--- src/rtl/rom_streamer.sv ---
// rtl/rom_streamer.sv - streams a burst of ROM words out through a valid/ready port
module rom_streamer #(
  parameter int DATA_W = 20,
  parameter int ADDR_W = 6
) (
  input  logic              clk,
  input  logic              rst_n,
  input  logic              start,
  input  logic [ADDR_W-1:0] start_addr,
  input  logic [ADDR_W:0]   count,
  output logic              rom_en,
  output logic [ADDR_W-1:0] rom_addr,
  input  logic [DATA_W-1:0] rom_dout,
  output logic              m_valid,
  input  logic              m_ready,
  output logic [DATA_W-1:0] m_data,
  output logic              m_last,
  output logic              busy,
  output logic              done
);

  typedef enum logic [1:0] {IDLE, RUN, DRAIN} state_t;

  state_t            state;
  logic [ADDR_W-1:0] rd_ptr;
  logic [ADDR_W:0]   reads_left;
  logic              in_flight;
  logic              in_flight_last;

  logic [DATA_W-1:0] fifo_data [2];
  logic              fifo_last [2];
  logic              wr_idx;
  logic              rd_idx;
  logic [1:0]        fifo_cnt;

  logic              hs;
  logic              last_hs;
  logic              issue;
  logic [2:0]        demand;

  // Occupancy the FIFO will see once the pending read lands and this cycle's pop retires;
  // a new read is only safe while that stays at most one entry.
  always_comb begin
    hs      = m_valid & m_ready;
    last_hs = hs & fifo_last[rd_idx];
    demand  = {1'b0, fifo_cnt} + {2'b00, in_flight} - {2'b00, hs};
    issue   = (state == RUN) && (reads_left != '0) && (demand <= 3'd1);
  end

  assign rom_en   = issue;
  assign rom_addr = rd_ptr;
  assign m_valid  = (fifo_cnt != 2'd0);
  assign m_data   = fifo_data[rd_idx];
  assign m_last   = m_valid & fifo_last[rd_idx];
  assign busy     = (state != IDLE);

  // Burst control: accept start in IDLE, issue reads in RUN, wait for the final pop in DRAIN.
  always_ff @(posedge clk or negedge rst_n) begin
    if (!rst_n) begin
      state      <= IDLE;
      rd_ptr     <= '0;
      reads_left <= '0;
      done       <= 1'b0;
    end else begin
      done <= 1'b0;
      case (state)
        IDLE: begin
          if (start) begin
            state      <= RUN;
            rd_ptr     <= start_addr;
            reads_left <= (count == '0) ? {1'b1, {ADDR_W{1'b0}}} : count;
          end
        end
        RUN: begin
          if (issue) begin
            rd_ptr     <= rd_ptr + 1'b1;
            reads_left <= reads_left - 1'b1;
            if (reads_left == {{ADDR_W{1'b0}}, 1'b1}) begin
              state <= DRAIN;
            end
          end
        end
        DRAIN: begin
          if (last_hs) begin
            state <= IDLE;
            done  <= 1'b1;
          end
        end
        default: state <= IDLE;
      endcase
    end
  end

  // Track the single read whose data arrives next cycle, tagging the burst's final read.
  always_ff @(posedge clk or negedge rst_n) begin
    if (!rst_n) begin
      in_flight      <= 1'b0;
      in_flight_last <= 1'b0;
    end else begin
      in_flight      <= issue;
      in_flight_last <= issue && (reads_left == {{ADDR_W{1'b0}}, 1'b1});
    end
  end

  // Two-entry FIFO: capture returning ROM data, pop the head on handshake.
  always_ff @(posedge clk or negedge rst_n) begin
    if (!rst_n) begin
      for (int i = 0; i < 2; i++) begin
        fifo_data[i] <= '0;
        fifo_last[i] <= 1'b0;
      end
      wr_idx   <= 1'b0;
      rd_idx   <= 1'b0;
      fifo_cnt <= 2'd0;
    end else begin
      if (in_flight) begin
        fifo_data[wr_idx] <= rom_dout;
        fifo_last[wr_idx] <= in_flight_last;
        wr_idx            <= ~wr_idx;
      end
      if (hs) begin
        rd_idx <= ~rd_idx;
      end
      fifo_cnt <= fifo_cnt + {1'b0, in_flight} - {1'b0, hs};
    end
  end

endmodule

--- config.mk ---
export PLATFORM = sky130hd
export DESIGN_NAME = rom_streamer
export DESIGN_NICKNAME = d
export VERILOG_FILES = /design/src/rtl/rom_streamer.sv
export SDC_FILE = /design/constraint.sdc
export NUM_CORES = 1
export LEC_CHECK = 0
export BUFFER_PORTS_ARGS = -buffer_cell sky130_fd_sc_hd__buf_2
export CORE_ASPECT_RATIO = 1.4
export CORE_MARGIN = 8
export CORE_UTILIZATION = 45
export CTS_BUF_LIST = sky130_fd_sc_hd__clkbuf_4
export DETAILED_ROUTE_END_ITERATION = 6
export GPL_TIMING_DRIVEN = 0
export PLACE_DENSITY_LB_ADDON = 0.08
export SETUP_SLACK_MARGIN = 0.1
export SLEW_MARGIN = 30
export SYNTH_ARGS = -nofsm -noshare
export SYNTH_HDL_FRONTEND = slang
export SYNTH_SLANG_ARGS = --single-unit
--- constraint.sdc ---
create_clock -name clk -period 3.1 [get_ports clk]
set_clock_uncertainty 0.2 [all_clocks]
set_input_delay 0.62 -clock clk [delete_from_list [all_inputs] [get_ports clk]]
set_output_delay 0.62 -clock clk [all_outputs]
set_load 0.03 [all_outputs]
======== Yosys cells after proc, flatten, opt, wreduce, memory -nomap -nowiden ========
Index checks and enable logic that the tools add are counted.
W data, S select, Z words.
word-level totals
  input bits .............................. 37
  register bits ........................... 64
cells by class
  $lt $le $gt $ge ......................... 4
  add/subtract/negate cells ............... 6
  equality and inequality tests ........... 7
  bitwise operators ....................... 7
  multiplexer cells ....................... 26
  reductions and logical operators ........ 12
operators with widths
  operator               number
  $mux W20               4
  $bwmux W40             1
  $mux W7                3
  $demux W20 S1          1
  $pmux W7 S2            1
  $mux W6                2
  $pmux W6 S2            1
  $mux W2                4
  $eq A7 B1 Y1 const B   1
  $logic_not A7 Y1       1
  $reduce_bool A7 Y1     1
  $sub A7 B1 Y7 const B  1
  $add A6 B1 Y6 const B  1
  $mux W1                6
  $ne A2 B2 Y1 const B   3
  $pmux W2 S3            1
  $reduce_bool A2 Y1     3
  $ge A2 B2 Y1 const B   2
  $logic_and A1 B1 Y1    4
  $not A1 Y2             2
  $reduce_and A4 Y1      1
  $add A2 B1 Y3          1
  $and A1 B1 Y1          3
  $le A3 B1 Y1 const B   1
  other kinds (12)       13

======== Depth between registers and ports, before layout ========
  depth after elaboration ................. 7
  mapped depth ............................ 13
  depth with buffers taken out ............ 11

======== Worst setup path after synthesis ========
No wires, ideal clock.
  kind .................................... register to output
  start ................................... reg fifo_cnt[1]
  end ..................................... out rom_en
  path buffers ............................ 1
  arrival ................................. 3.027 ns
  stages on the path, launching flop included .. 12
  path slack .............................. -0.747 ns
  required time ........................... 2.280 ns
  cell sequence ........................... dfrtp_1 -> or2_2 -> nand2_1 -> inv_1 -> ha_1 -> inv_1 -> ha_1 -> fa_1 -> xnor2_1 -> or3_1 -> buf_6 -> nor2_1
on the way
  cells in the longest elaborated chain, start to end .. 5
  elaborated cells on any way between the ends .. 6
  classes of those cells .................. 2 x add/sub; 1 x order compare; 1 x bitwise; 2 x reduce/logical
ends and longest elaborated chain
  what                      RTL line  source
  start: declaration        34        logic [1:0] fifo_cnt;
  start signal: assignment  124       fifo_cnt <= fifo_cnt + {1'b0, in_flight} - {1'b0, hs};
  $reduce_bool A2 Y1        52        assign m_valid = (fifo_cnt != 2'd0);
  via m_valid               14        output logic m_valid,
  $and A1 B1 Y1             44        hs = m_valid & m_ready;
  via hs                    36        logic hs;
  $sub A3 B1 Y3             46        demand = {1'b0, fifo_cnt} + {2'b00, in_flight} - {2'b00, hs};
  $le A3 B1 Y1              47        issue = (state == RUN) && (reads_left != '0) && (demand <= 3'd1);
  $logic_and A1 B1 Y1       47
  end: declaration          11        output logic rom_en,
The timed path passes the listed nets, and every way through them passes these cells.

======== Worst setup path after layout ========
  start ................................... reg fifo_cnt[0]
  end ..................................... out rom_en
on the way
  cells in the longest elaborated chain, start to end .. 5
  elaborated cells on any way between the ends .. 6
  classes of those cells .................. 2 x add/sub; 1 x order compare; 1 x bitwise; 2 x reduce/logical
ends and longest elaborated chain
  what                 RTL line  source
  $reduce_bool A2 Y1   52
  $and A1 B1 Y1        44
  via hs               36
  $sub A3 B1 Y3        46
  via demand[1]        39        logic [2:0] demand;
  $le A3 B1 Y1         47
  $logic_and A1 B1 Y1  47
The timed path passes the listed nets, and every way through them passes these cells.

==> impl_metrics.yaml <==
power_and_ir_drop:
  power_mw: 4.65
  ir_drop_mv: 0.938
  clockPowerShare_pct: 10.7
  powerDensity_mw_per_mm2: 1180
  leakagePower_nw: 1.78
  p_int_mw: 2.74
  power.share.switching_pct: 41.0
  pwr-share-seq_pct: 29.7
  comb_power_share_pct: 59.5
  p_sw_mw: 1.91
sta:
  hold_viol: 0
  rsz0062_at_grt: "true"
  min_period_ns: 3.61
  setup_viol: 2
  timing.final.ws_setup_ns: -0.511
  period_share_pct: 116
  maxSlewViolCount: 0
  relSlewSlack_pct: 59.6
  fmax_mhz: 277
  tightest_slew_ns: 0.606
routing:
  vias: 2341
  drt_iter0_drc: 78
  met1Wirelength_um: 2940
  ant_nets: 0
  routed_wl_um: 7350
  top_layer: "met4"
  detail_route.vias_per_cell: 5.31
  routedWlPerCell_um: 16.7
  dr.pass1.iters: 4
  met3RoutedLength_um: 373
  drcViolationCount: 0
  route.met2.wl_um: 3830
worst_setup_path:
  timing.rr.start: "fifo_cnt[0]$_DFF_PN0_"
  worstSetupPathType: "register to primary output"
  max_stage_delay_ns: 0.42
  end_kind: "primary output"
  cp_slowest_cell: "fa_2"
  cp_cell_sequence: "or2_4, nand2_4, inv_2, ha_4, inv_2, ha_4, fa_2, or3_4, buf_6, nor2_4, buf_6"
  r2r_slack_ns: 0
  r2r_cells: 12
  start_kind: "register"
  required_ns: 2.28
  worstReg2RegEnd: "rom_addr[1]$_DFFE_PN0P_"
  path_max_fanout: 2
  worstPathArrival_ns: 2.79
global_routing:
  gr-total-overflow: 0
  grt_max_degree: 44
  antenna_found_initial: 0
  grt_usage_pct: 16.0
  grt_pass1_vias: 2493
  grt_first_pass_wirelength_um: 12200
yosys:
  yosysTopAreaCell: "dfrtp_1"
  syn-mean-instance-area_um2: 12.5
  yosysMostFrequentCell: "dfrtp_1"
  yosysTopAreaCellShare_pct: 51.5
  syn-cell-area_mm2: 0.00311
  yosysUniqueCellTypes: 41
  async_flop_share_pct: 100
  ys_ff_latch: 64
  yosysWarnings: 0
  ys.flop_type: "dfrtp_1"
  seq_area_frac_synth_pct: 51.5
  synth-edff-count: 0
  synthTopCellsByCount: "dfrtp_1, mux2_2, nand2_1"
  synth_area_leaders: "dfrtp_1, mux2_2, ha_1"
  synth_cells: 249
  syn_nets: 293
clock_network:
  cts-buffers-inserted: 9
  clkSinkCount: 64
  cts_tree: "done"
  cts-root-buf: "clkbuf_4"
  path_clk_slew_ns: 0.10
  htree_levels: 3
  clock_latency_ns: 0.42
  cts_buffer_depth: 2
layout:
  area_delta_synth_final_pct: 26.9
  fillCellCount: 608
  fin_nets: 385
  final_core_util_pct: 57.7
  diodes: 0
  drive_gt1_share_pct: 54.3
outcome:
  violations: "setup timing"
  outcome: "finished, violations left"
floorplanning:
  pin_count: 68
  die_w_um: 86.3
  die_area_mm2: 0.00987
  fp.dieH_um: 114
  row_count: 36
  initial_core_util_pct: 45.4
  core_mm2: 0.00685
placed_design:
  port_buffers: 67
  gp_congestion: 0.821
  dp.final_hpwl_um: 5130
hold_path:
  worstHoldStart: "rom_dout[2]"
  hp-class: "input pin to register"
  worst_hold_path.num_cells: 2
  min_to: "fifo_data[2]$_DFFE_PN0P_"
job:
  cap_violations: 0
[worst max-delay path by stage]
stage	startpoint	end	slack (ns)	cells past startpoint
floorplan	fifo_cnt[1]$_DFF_PN0_	rom_en	-0.16	10
global placement	m_ready	rom_en	-0.46	11
detailed placement	m_ready	rom_en	-0.47	11
CTS	fifo_cnt[0]$_DFF_PN0_	rom_en	-0.55	11
global route	fifo_cnt[0]$_DFF_PN0_	rom_en	-0.59	11
finish	fifo_cnt[0]$_DFF_PN0_	rom_en	-0.51	11
[timing repair]
action / CTS / global route
resized for setup: 12 / 5
pin swaps: 10 / 4
cloned: 1 / 0
buffers inserted: 10 / 2
endpoints found under the hold margin: 21 / 0
hold buffers: 1 / 0
endpoints found under the setup margin: 12 / 17
[power groups by stage]
stage	Sequential, mW	Clock [mW]	Combinational [mW]
floorplan	1.38	0	1.76
global placement	1.39	0	2.29
detailed placement	1.41	0	2.32
CTS	1.38	0.520	2.74
global route	1.43	0.552	2.97
finish	1.38	0.498	2.77
[cell families after synthesis]
group	Yosys count	synth area share (%)
xor gates and xnor gates	3	0.845
buffers and inverters	21	3.02
and+or+nand+nor	56	9.57
DFF	64	51.5
AOI/OAI and AO/OA	33	8.48
adders and majority gates	7	3.06
muxes	65	23.6
[critical path: cells and delay by family, from the launching register on]
kind,cells,cell delay (ns)
AND/OR/NAND/NOR,4,0.83
buffers and inverters,4,0.36
adder cells (fa/ha/maj),3,0.81
flip-flops,1,0.38
[through the flow]
stage	TNS, ns	cell area [um2]	hold WS, ns	instances	setup slack, ns
final	-0.516	3950	0.248	441	-0.511
after global routing	-0.855	3950	0.224	441	-0.589
after CTS	-0.942	3930	0.228	440	-0.547
after detailed placement	-0.885	3640	0.288	412	-0.469
after global placement	-0.549	3610	0.281	411	-0.456
after floorplan	-0.163	3160	0.124	249	-0.163
[state kept, by name (all words and copies together) (netlist names), 2 cells and up]
register and cells:
fifo_cnt 2, reads_left 7, fifo_last 2, rom_addr 6, state 2, fifo_data 40
[routing by layer]
layer,GRT usage (%),vias to the layer above
met1,17.4,1156
li1,-,1096
met5,0,-
met3,4.09,16
met4,8.88,0
met2,27.6,73
[layout make-up]
| type | instances | area, um2 | area share (%) |
|---|---|---|---|
| repair buffers | 81 | 503 | 12.7 |
| inverters | 8 | 30.0 | 0.761 |
| multi-input cells | 164 | 1510 | 38.3 |
| plain buffers | 13 | 67.6 | 1.71 |
| clock buffers | 15 | 113 | 2.85 |
| flip-flops and latches | 64 | 1600 | 40.6 |
| well taps | 95 | 119 | 3.01 |
| clock inverters | 1 | 3.75 | 0.0951 |
[cells in the final DEF, fill, tap and decap left out, drive strengths merged]
master / synthesis / final
ha: 6 / 6
dfrtp: 64 / 64
o41ai: 1 / 1
xnor2: 2 / 2
clkbuf: 8 / 23
o31ai: 1 / 1
inv: 8 / 8
nand2b: 3 / 3
o21a: 1 / 1
o311ai: 1 / 1
or4: 2 / 2
o221ai: 6 / 6
and3: 1 / 1
nor2b: 2 / 2
nor3b: 2 / 2
buf: 5 / 85
clkinv: 0 / 1
a22oi: 1 / 1
a31oi: 1 / 1
mux2i: 2 / 2
nand3: 8 / 8
nand2: 14 / 14
xor2: 1 / 1
mux2: 63 / 63
o311a: 1 / 1
o31a: 1 / 1
o211ai: 9 / 9
nor2: 8 / 8
nor3: 7 / 7
or3: 1 / 1
a21oi: 8 / 8
fa: 1 / 1
or3b: 1 / 1
nand4b: 1 / 1
o21ai: 1 / 1
nand3b: 2 / 2
dlygate4sd3: 0 / 1
o22ai: 1 / 1
or2: 4 / 4
Note: power is estimated with default switching activity, not from simulation.
